## src/rtl/beepboop_pkg.sv

```systemverilog
// Shared types and constants for the beepboop serial-ID receiver.
// The signature is stored as a packed string; sig_rom() returns one byte of it by index.
package beepboop_pkg;

    typedef enum logic [1:0] {IDLE, RECV, DONE, ERR} rx_state_t;

    localparam int unsigned FRAME_BITS = 192;
    localparam int unsigned SIG_LEN    = 17;
    localparam logic [8*SIG_LEN-1:0] SIG_STR = "roboclub beepboop";
    localparam logic [7:0] PAD_BYTE = 8'h00;

    // Byte idx of the signature, first character first; PAD_BYTE past its end.
    function automatic logic [7:0] sig_rom(input int unsigned idx);
        if (idx < SIG_LEN) begin
            return SIG_STR[8*(SIG_LEN-1-idx) +: 8];
        end
        return PAD_BYTE;
    endfunction

endpackage

```

## src/rtl/beepboop_rx_if.sv

```systemverilog
// Valid/ready byte stream leaving the receiver.
interface beepboop_rx_if;
    logic [7:0] byte_data;
    logic       byte_valid;
    logic       byte_ready;

    modport master (output byte_data, output byte_valid, input byte_ready);
    modport slave  (input byte_data, input byte_valid, output byte_ready);
endinterface

```

## src/rtl/beepboop_byte_fifo.sv

```systemverilog
// Small synchronous FIFO with no write-to-read bypass.
// A push into a full FIFO is accepted only when a pop frees a slot in the same cycle.
module beepboop_byte_fifo #(
    parameter int unsigned DEPTH = 4,
    parameter int unsigned WIDTH = 8
) (
    input  logic             clock,
    input  logic             reset,
    input  logic             push,
    input  logic [WIDTH-1:0] push_data,
    output logic             full,
    input  logic             pop,
    output logic             empty,
    output logic [WIDTH-1:0] pop_data
);
    localparam int unsigned AW = $clog2(DEPTH);

    logic [WIDTH-1:0] mem_q [DEPTH];
    logic [AW:0]      wr_ptr_q, rd_ptr_q;
    logic             do_push, do_pop;

    assign empty    = (wr_ptr_q == rd_ptr_q);
    assign full     = (wr_ptr_q[AW] != rd_ptr_q[AW]) && (wr_ptr_q[AW-1:0] == rd_ptr_q[AW-1:0]);
    assign do_pop   = pop && !empty;
    assign do_push  = push && (!full || do_pop);
    // Head is forced to zero while empty so stale entries never leak out.
    assign pop_data = empty ? '0 : mem_q[rd_ptr_q[AW-1:0]];

    always_ff @(posedge clock) begin
        if (reset) begin
            wr_ptr_q <= '0;
            rd_ptr_q <= '0;
        end else begin
            if (do_push) wr_ptr_q <= wr_ptr_q + {{AW{1'b0}}, 1'b1};
            if (do_pop)  rd_ptr_q <= rd_ptr_q + {{AW{1'b0}}, 1'b1};
        end
    end

    always_ff @(posedge clock) begin
        if (do_push) mem_q[wr_ptr_q[AW-1:0]] <= push_data;
    end

endmodule

```

## src/rtl/beepboop_rx.sv

```systemverilog
// Deserializes the MSB-first beepboop ID stream into bytes, queues them in a FIFO
// and checks each frame against the signature followed by zero padding.
module beepboop_rx
    import beepboop_pkg::*;
#(
    parameter int unsigned FRAME_BYTES = FRAME_BITS / 8,
    parameter int unsigned SIG_BYTES   = SIG_LEN,
    parameter int unsigned FIFO_DEPTH  = 4
) (
    input  logic          clock,
    input  logic          reset,
    input  logic          ser_bit,
    input  logic          ser_valid,
    beepboop_rx_if.master byte_if,
    output logic [4:0]    byte_count,
    output logic          frame_done,
    output logic          frame_ok,
    output logic          frame_err,
    output logic          overrun
);
    localparam logic [4:0] LAST_COUNT = 5'(FRAME_BYTES);

    rx_state_t  state_q, state_d;
    logic [7:0] shift_q, shift_d;
    logic [2:0] bit_cnt_q, bit_cnt_d;
    logic [4:0] byte_count_q, byte_count_d;
    logic       mismatch_q, mismatch_d;
    logic       frame_ok_q, frame_ok_d;
    logic       frame_err_q, frame_err_d;
    logic       overrun_q;
    logic       push;
    logic [7:0] assembled, expected;
    logic       fifo_full, fifo_empty;
    logic [7:0] fifo_data;

    assign assembled = {shift_q[6:0], ser_bit};
    assign expected  = (32'(byte_count_q) < SIG_BYTES) ? sig_rom(32'(byte_count_q)) : PAD_BYTE;

    always_comb begin
        state_d      = state_q;
        shift_d      = shift_q;
        bit_cnt_d    = bit_cnt_q;
        byte_count_d = byte_count_q;
        mismatch_d   = mismatch_q;
        frame_ok_d   = frame_ok_q;
        frame_err_d  = frame_err_q;
        push         = 1'b0;
        unique case (state_q)
            // DONE lasts one cycle and may start the next frame just like IDLE.
            IDLE, DONE: begin
                state_d = IDLE;
                if (ser_valid) begin
                    state_d      = RECV;
                    shift_d      = {7'b0, ser_bit};
                    bit_cnt_d    = 3'd1;
                    byte_count_d = '0;
                    mismatch_d   = 1'b0;
                    frame_ok_d   = 1'b0;
                    frame_err_d  = 1'b0;
                end
            end
            RECV: begin
                if (ser_valid) begin
                    if (byte_count_q == LAST_COUNT) begin
                        state_d     = ERR;
                        frame_err_d = 1'b1;
                    end else begin
                        shift_d   = assembled;
                        bit_cnt_d = bit_cnt_q + 3'd1;
                        if (bit_cnt_q == 3'd7) begin
                            push         = 1'b1;
                            byte_count_d = byte_count_q + 5'd1;
                            if (assembled != expected) mismatch_d = 1'b1;
                        end
                    end
                end else if (bit_cnt_q != 3'd0 || byte_count_q != LAST_COUNT) begin
                    state_d     = ERR;
                    frame_err_d = 1'b1;
                end else begin
                    state_d    = DONE;
                    frame_ok_d = !mismatch_q;
                end
            end
            ERR: begin
                if (!ser_valid) state_d = IDLE;
            end
            default: state_d = IDLE;
        endcase
    end

    always_ff @(posedge clock) begin
        if (reset) begin
            state_q      <= IDLE;
            shift_q      <= '0;
            bit_cnt_q    <= '0;
            byte_count_q <= '0;
            mismatch_q   <= 1'b0;
            frame_ok_q   <= 1'b0;
            frame_err_q  <= 1'b0;
            overrun_q    <= 1'b0;
        end else begin
            state_q      <= state_d;
            shift_q      <= shift_d;
            bit_cnt_q    <= bit_cnt_d;
            byte_count_q <= byte_count_d;
            mismatch_q   <= mismatch_d;
            frame_ok_q   <= frame_ok_d;
            frame_err_q  <= frame_err_d;
            // A full FIFO only drops the byte when no pop frees a slot this cycle.
            overrun_q    <= overrun_q | (push & fifo_full & ~byte_if.byte_ready);
        end
    end

    beepboop_byte_fifo #(
        .DEPTH(FIFO_DEPTH),
        .WIDTH(8)
    ) u_fifo (
        .clock    (clock),
        .reset    (reset),
        .push     (push),
        .push_data(assembled),
        .full     (fifo_full),
        .pop      (byte_if.byte_ready),
        .empty    (fifo_empty),
        .pop_data (fifo_data)
    );

    assign byte_if.byte_data  = fifo_data;
    assign byte_if.byte_valid = ~fifo_empty;
    assign byte_count         = byte_count_q;
    assign frame_done         = (state_q == DONE);
    assign frame_ok           = frame_ok_q;
    assign frame_err          = frame_err_q;
    assign overrun            = overrun_q;

endmodule
```

## src/flat_wrapper.sv

```systemverilog
// flat-port wrapper written by rule: the top's interface ports become plain ports
module beepboop_rx_flat import beepboop_pkg::*;
#(
    parameter int unsigned FRAME_BYTES = FRAME_BITS / 8,
    parameter int unsigned SIG_BYTES   = SIG_LEN,
    parameter int unsigned FIFO_DEPTH  = 4
)
  (clock, reset, ser_bit, ser_valid, byte_count, frame_done, frame_ok, frame_err, overrun, byte_if_byte_data, byte_if_byte_valid, byte_if_byte_ready);
  beepboop_rx_if byte_if_i ();
  input  logic clock;
  input  logic reset;
  input  logic ser_bit;
  input  logic ser_valid;
  output logic [4:0] byte_count;
  output logic frame_done;
  output logic frame_ok;
  output logic frame_err;
  output logic overrun;
  output wire logic [$bits(byte_if_i.byte_data)-1:0] byte_if_byte_data;
  output wire logic [$bits(byte_if_i.byte_valid)-1:0] byte_if_byte_valid;
  input wire logic [$bits(byte_if_i.byte_ready)-1:0] byte_if_byte_ready;
  assign byte_if_byte_data = byte_if_i.byte_data;
  assign byte_if_byte_valid = byte_if_i.byte_valid;
  assign byte_if_i.byte_ready = byte_if_byte_ready;
  beepboop_rx #(.FRAME_BYTES(FRAME_BYTES), .SIG_BYTES(SIG_BYTES), .FIFO_DEPTH(FIFO_DEPTH)) u_core (.clock(clock), .reset(reset), .ser_bit(ser_bit), .ser_valid(ser_valid), .byte_if(byte_if_i), .byte_count(byte_count), .frame_done(frame_done), .frame_ok(frame_ok), .frame_err(frame_err), .overrun(overrun));
endmodule
```

## config.mk

```make
export PLATFORM = sky130hd
export DESIGN_NAME = beepboop_rx_flat
export DESIGN_NICKNAME = d
export VERILOG_FILES = /design/src/rtl/beepboop_pkg.sv /design/src/rtl/beepboop_rx_if.sv /design/src/rtl/beepboop_byte_fifo.sv /design/src/rtl/beepboop_rx.sv /design/src/flat_wrapper.sv
export SDC_FILE = /design/constraint.sdc
export NUM_CORES = 1
export LEC_CHECK = 0
export CAP_MARGIN = 40
export CELL_PAD_IN_SITES_DETAIL_PLACEMENT = 2
export CELL_PAD_IN_SITES_GLOBAL_PLACEMENT = 2
export CORE_ASPECT_RATIO = 0.9
export CORE_MARGIN = 5
export CORE_UTILIZATION = 39
export DETAILED_ROUTE_END_ITERATION = 8
export GPL_ROUTABILITY_DRIVEN = 0
export PLACE_DENSITY = 0.77
export SLEW_MARGIN = 30
export SYNTH_ARGS = -nofsm -noshare
export SYNTH_HDL_FRONTEND = slang
export SYNTH_SLANG_ARGS = --single-unit
export TNS_END_PERCENT = 10
```

## constraint.sdc

```tcl
create_clock -name clock -period 3.2 [get_ports clock]
set_clock_uncertainty 0.05 [all_clocks]
set_input_delay 0.64 -clock clock [delete_from_list [all_inputs] [get_ports clock]]
set_output_delay 0.64 -clock clock [all_outputs]
set_load 0.05 [all_outputs]
```

Yosys cells after proc, flatten, opt, wreduce, memory -nomap -nowiden

Memory sizes are Yosys's and may differ from the RTL's. A register that Yosys moved wholly into a read port is not among the register bits.
Index checks and enable logic that the tools add are counted.

Word-level logic and storage cells: 105
Output and inout port bits: 18
Input port bits: 5
Bits in registers: 27
Memories kept: 1
RAM bits: 32

Add/subtract/negate cells: 5
Mux-type cells: 44
Equal/unequal tests: 20
$lt $le $gt $ge: 1
Reduce and logical (&&, ||, !) cells: 18
Shift-type cells: 1
Bitwise logic cells: 5

Memory list:

| memory              | words | width | read ports | clocked after memory_dff | write ports | RTL line                 | source |
|---|---|---|---|---|---|---|---|
| u_core.u_fifo.mem_q | 4     | 8     | 1          | 1                        | 1           | beepboop_byte_fifo.sv:18 | `logic [WIDTH-1:0] mem_q [DEPTH];` |

Operators with widths:

| kind                        | number |
|---|---|
| $shiftx A136 B33 Y8 const A | 1 |
| $mux W8                     | 3 |
| $mux W7                     | 3 |
| $mux W5                     | 4 |
| $mux W1                     | 19 |
| $pmux W7 S2                 | 1 |
| $ne A2 B2 Y1 const B        | 6 |
| $reduce_and A4 Y1           | 3 |
| $mux W2                     | 5 |
| $pmux W5 S2                 | 1 |
| $add A3 B1 Y3 const B       | 3 |
| $mux W3                     | 3 |
| $ne A8 B8 Y1                | 1 |
| $ne A3 B2 Y1 const B        | 2 |
| $pmux W1 S2                 | 3 |
| $pmux W2 S3                 | 1 |
| $pmux W3 S2                 | 1 |
| $reduce_and A6 Y1           | 1 |
| $sub A5 B5 Y6 const A       | 1 |
| $add A5 B1 Y5 const B       | 1 |
| $eq A5 B5 Y1 const B        | 1 |
| $lt A5 B5 Y1 const B        | 1 |
| $ne A5 B5 Y1 const B        | 1 |
| $reduce_and A5 Y1           | 1 |
| other kinds (18)            | 27 |

Depth between registers and ports, before layout

Word-level depth: 10
Depth in mapped cells: 14
Gate-level depth less buffers: 10

Cells and area by module

From an unflattened synthesis, not the netlist that was laid out.

Cells, all modules: 297
Area total of the unflattened synthesis: 3,225.6 um2

By module, submodules not included:

| module             | area each (um2) | instances | sequential area each (um2) | cells each |
|---|---|---|---|---|
| beepboop_byte_fifo | 1,707.9         | 1         | 1,121.1                    | 104 |
| beepboop_rx        | 1,517.7         | 1         | 420.4                      | 193 |

Worst setup path after synthesis

No wires, ideal clock.

Kind: reg-to-reg
Start point: reg u_core.byte_count_q[1], in the netlist u_core.byte_count[1]
End point: reg u_core.mismatch_q
Path buffers: 4
Required time: 3.031 ns
Path slack: 0.015 ns
Period minus slack after synthesis: 3.185 ns
Setup time: 0.119 ns
Data arrival time: 3.015 ns
Stages on the path, launching flop included: 14
Path through: dfxtp_1 -> buf_2 -> buf_2 -> inv_1 -> ha_1 -> buf_2 -> buf_2 -> o21ai_0 -> a311oi_2 -> nor3b_1 -> a2111o_1 -> a31oi_2 -> a311oi_1 -> o21bai_1

Cells in the longest elaborated chain, start to end: 7
Elaborated cells between the ends (all ways): 11
Those cells by class: add/sub (1); order compare (1); eq/ne (4); shift (1); mux (3); reduce/logical (1)

Ends and longest elaborated chain:

| what                                           | RTL line                                                  | source |
|---|---|---|
| start: declaration                             | beepboop_rx.sv:26                                         | `logic [4:0] byte_count_q, byte_count_d;` |
| start signal: assignment                       | beepboop_rx.sv:105                                        | `byte_count_q <= byte_count_d;` |
| $sub A5 B5 Y6 or $lt A5 B5 Y1 (tied branches)  | beepboop_pkg.sv:15, beepboop_pkg.sv:14, beepboop_rx.sv:37 |  |
| $shiftx A136 B33 Y8 or $mux W1 (tied branches) | beepboop_pkg.sv:15, beepboop_pkg.sv:14                    |  |
| $mux W8                                        | beepboop_pkg.sv:17                                        | `return PAD_BYTE;` |
| $mux W8                                        | beepboop_rx.sv:37                                         | `assign expected = (32'(byte_count_q) < SIG_BYTES) ? sig_rom(32'(byte_count_q)) : PAD_BYTE;` |
| $ne A8 B8 Y1                                   | beepboop_rx.sv:73                                         | `if (assembled != expected) mismatch_d = 1'b1;` |
| $ne A2 B1 Y1 (no source line)                  | --                                                        |  |
| $reduce_and A6 Y1 (no source line) (*)         | --                                                        |  |
| end signal: assignment                         | beepboop_rx.sv:106                                        | `mismatch_q <= mismatch_d;` |
| end: declaration                               | beepboop_rx.sv:27                                         | `logic mismatch_q, mismatch_d;` |

Every way passes the cells marked *; elsewhere a longest branch is shown, timed or not.
A chain may end at the register's enable or synchronous reset.

==> run summary <==
The worst setup path is captured at a primary output. For this configuration, the core starts out at a cell density of 40.1%. The min-delay analysis places its worst path in the category flip-flop to flip-flop. Of the total synthesized cell area, the portion taken by XOR and XNOR cells is 4.06%. Counting instances, the worst hold path has a depth of 2. The synthesized design contains 32 enable-type register cells. For this design the ratio of total power to cell area is 416 nW/um^2. The number of antenna diodes is 0, and the netlist area before placement is 3230 sq um. The logs give 8070 sq um for the area of the core and 2,603 for the number of global-route vias before repair.

The number of routed nets with antenna violations was 0; the number of synthesized register bits was 61. Measured on the finished design, the core utilization comes to 46.7%. The logs give 1.20 mW for the internal power component and 1540 sq um for the area of all sequential standard cells. For the maximum frequency from static timing analysis, the log shows 325 MHz.

The logs give 0 for the number of pins exceeding their max-slew limit in the final report and 2 for the number of buffers between clock root and the deepest sink. Number of H-tree levels: 3. The commonest register cell after synthesis was edfxtp_1. Number of sinks on the clock net: 61. Along the worst path, the maximum fanout reaches 5.

The tools report the clock tree root driver cell as clkbuf_8. The worst setup path is launched from a flip-flop. The destination of the worst register-to-register timing path is u_core.mismatch_q. The CTS clock-pin slew for the worst setup and hold paths is 0.07 ns. The number of nets handed over by synthesis was 319. The net switching fraction of the power works out to 23.3%. The distinct cell type count of the synthesized netlist was 61. Measured in cells, the most critical reg-to-reg path has a length of 10. The DRC violation total after the first TritonRoute iteration is 83. For the final routed database, the setup TNS stands at 0 ns.

The tools report the startpoint of the most critical hold path as u_core.overrun. Number of DRC violations after detailed routing: 0. During synthesis, Yosys emitted a total of 0 warnings. Initial antenna violation count: 0. In the final layout, the multi-input gates occupy 1540 sq um. In the final routed layout, each cell accounts on average for 20.3 um. After synthesis, the largest family of logic cells by area is simple AND/OR/NAND/NOR gates. In this run the core area contains 31 standard-cell rows. The worst register-to-register path begins at u_core.byte_count[0].

Per report_power, the combinational group accounts for 3.5% of the total. The worst-skew pair later-pin latency is 0.34 ns. After the last flow step, the layout net total stands at 344. The logs give 8800 um for the total routed wirelength and 0 for the max capacitance violation total.

The wire-length estimate of the detail-placed layout is 6350 um. The worst path uses 96.2% of the clock period. The number of failing setup endpoints in the final timing report is 0.

IR analysis of the VDD net gives a maximum drop of 257 uV. For the worst setup path, the data arrival time is 2.39 ns. The proportion of power drawn by the clock network came out at 43.9%. The relative slew slack was 64.4%; the worst setup slack after placement was 0.327 ns. The logs give 14,300 um for the global-route wire length before repair and 2.51 ns for the required time of the worst setup path. The number of endpoints with negative hold slack in the final report is 0. Of the total power, registers draw 52.7%. Synthesis produced a netlist whose cell count is 304. The fraction of the mapped netlist area in compound gates was 12.3%; the full die area was 10,200 sq um.

After layout, the minimum clock period comes to 3.08 ns. The share of final-layout standard cells stronger than drive strength 1 is 14.1%, and the post-route worst setup slack is 0.121 ns. The run gives 846 as the number of inserted filler cells in the final layout.

The average size of a mapped cell was 10.6 sq um. The fraction of synthesized area in multiplexers was 7.20%. The proportion of register bits with asynchronous set or reset after synthesis is 0%.

Summing the areas of all and, or, nand and nor instances in the mapped netlist gives 20.2% of the synthesized area. The share of synthesized area occupied by flip-flops and latches was 47.7%; the signed area change from the synthesized netlist to the final layout was 16.5%. For this run the aggregate overflow at the end of global routing stands at 0. For the pin with the worst max-slew slack, the measured transition is 0.532 ns.

For flop-to-flop paths, the worst setup slack is 0.30 ns. The flow ran to the end, and the final reports show no timing, DRC or antenna violations. For the top-level port count, the log shows 23.

After detailed routing, the number of vias per cell comes to 5.56. Entering global routing, the biggest net connects 29 pins. Input and output buffers added on the ports amount to 22. The number of buffers added by the clock tree synthesis step is 9. For the total number of vias, the log shows 2,409. The path with the worst hold slack has its endpoint at u_core.overrun. The x dimension of the die is 106 um. In this run the static leakage power is 1.36 nW.

TritonCTS built the clock tree. After Yosys synthesis, full adders, half adders and majority gates account for 3.87% of the synthesized area. Setup repair after global routing left no endpoint under its margin. The design draws 1.57 mW. The critical path in this run is classified as flip-flop to primary output. The switching power total was 365 uW; the detailed-routing iteration count for the pre-antenna-repair pass was 4. The tools report the all-layer global routing usage as 18.2%. Die height: 96.4 um.
repair_timing:
item	in CTS	in global routing
resized for setup	0	3
hold buffers	0	0
endpoints found under the setup margin	0	3
buffers inserted	0	0
kinds of logic after synthesis:
group / Yosys count
simple gates: 117
flops: 61
compound gates: 58
buf+inv: 30
xor+xnor: 15
mux: 13
fa+ha+maj: 10
critical path, stage by stage, from the launching register on:
cell and delay (ns):
dfxtp_1 0.47, buf_4 0.23, mux4_2 0.51, nor2b_1 0.14
clkdlybuf4s50_1 0.71
metrics by stage:
stage               std cells  hold slack, ns  area, sq um
global route              433           0.477         3770
CTS                       432           0.457         3750
detailed placement        416           0.430         3550
global placement          416           0.415         3550
floorplan                 304           0.393         3230
finish                    433           0.449         3770
Yosys cell counts (all sizes together), types with 2 or more instances:
| cell | n | share of area (%) |
|---|---|---|
| edfxtp | 32 | 30 |
| nor2 | 32 | 3.8 |
| dfxtp | 29 | 18 |
| a21oi | 18 | 2.8 |
| nand2 | 18 | 2.1 |
| buf | 15 | 2.9 |
| o21ai | 12 | 1.9 |
| nor2b | 11 | 2.2 |
| xnor2 | 11 | 3.0 |
| ha | 10 | 3.9 |
| nand2b | 10 | 1.9 |
| inv | 9 | 1.0 |
| mux4 | 8 | 5.6 |
| and2 | 7 | 1.4 |
| nand3 | 7 | 1.1 |
| clkbuf | 6 | 0.70 |
| a211oi | 4 | 1.1 |
| a22oi | 4 | 0.93 |
| a31oi | 4 | 0.97 |
| nand3b | 4 | 0.93 |
| nor3 | 4 | 0.62 |
| nor3b | 4 | 0.93 |
| xor2 | 4 | 1.1 |
| mux2i | 3 | 0.93 |
| nand4 | 3 | 0.58 |
| nand4b | 3 | 0.81 |
| or3 | 3 | 0.58 |
| a21o | 2 | 0.46 |
| a311oi | 2 | 0.74 |
| and3 | 2 | 0.39 |
| mux2 | 2 | 0.70 |
| o22a | 2 | 0.54 |
| or4b | 2 | 0.62 |
power by group through the flow:
stage               registers, mW  logic [mW]  clock network, mW
floorplan                   0.844      0.0312                  0
global placement            0.843      0.0531                  0
detailed placement          0.844      0.0547                  0
CTS                         0.826      0.0555              0.705
global route                0.827      0.0601              0.741
finish                      0.826      0.0542              0.688
flip-flops by register name, indices dropped and copies added (netlist names), named ones only:
name / flops
u_core.u_fifo.rd_ptr_q: 3
u_core.u_fifo.wr_ptr_q: 3
u_core.frame_err: 1
u_core.bit_cnt_q: 3
u_core.overrun: 1
u_core.shift_q: 7
u_core.state_q: 2
u_core.mismatch_q: 1
u_core.u_fifo.mem_q: 32
u_core.frame_ok: 1
u_core.byte_count: 5
worst max-delay path by stage:
stage | start | endpoint | depth (start not counted)
floorplan | u_core.byte_count[1] | u_core.mismatch_q | 13
global placement | u_core.byte_count[0] | u_core.mismatch_q | 10
detailed placement | u_core.byte_count[2] | u_core.mismatch_q | 8
CTS | flip-flop | byte_if_byte_data[0] | 4
global route | flip-flop | byte_if_byte_data[3] | 4
finish | flip-flop | byte_if_byte_data[4] | 4
per-layer routing:
metal,global-route usage [%],wire (um)
met2,32.7,4380
met1,22.4,4050
met4,5.93,113
met5,0,0
met3,3.46,257
cells in the final DEF, fill, tap and decap left out, types with 3 or more instances in the layout:
| cell | instances |
|---|---|
| nand2b_1 | 10 |
| nand3_1 | 7 |
| clkdlybuf4s50_1 | 19 |
| a31oi_1 | 3 |
| a21oi_1 | 18 |
| xnor2_1 | 11 |
| o21ai_1 | 6 |
| edfxtp_1 | 32 |
| dfxtp_1 | 29 |
| o21ai_0 | 6 |
| ha_1 | 10 |
| or3_1 | 3 |
| nor2b_1 | 10 |
| clkbuf_8 | 9 |
| buf_4 | 12 |
| nor3b_1 | 4 |
| nand4_1 | 3 |
| dlymetal6s2s_1 | 3 |
| nand4b_1 | 3 |
| inv_1 | 8 |
| a211oi_1 | 3 |
| nor3_1 | 4 |
| nor2_1 | 31 |
| mux2i_1 | 3 |
| nand2_1 | 18 |
| xor2_1 | 4 |
| nand3b_1 | 4 |
| a22oi_1 | 4 |
| and2_1 | 7 |
| mux4_2 | 8 |
final cells by class:
| cell class | count | area share (%) |
|---|---|---|
| multi-input cells | 213 | 40.9 |
| repair buffers | 35 | 8.74 |
| well taps | 99 | 3.29 |
| clock inverters | 7 | 1.96 |
| flip-flops and latches | 61 | 40.9 |
| clock buffers | 9 | 3.29 |
| inverters | 9 | 0.897 |
Note: power is estimated with default switching activity, not from simulation.
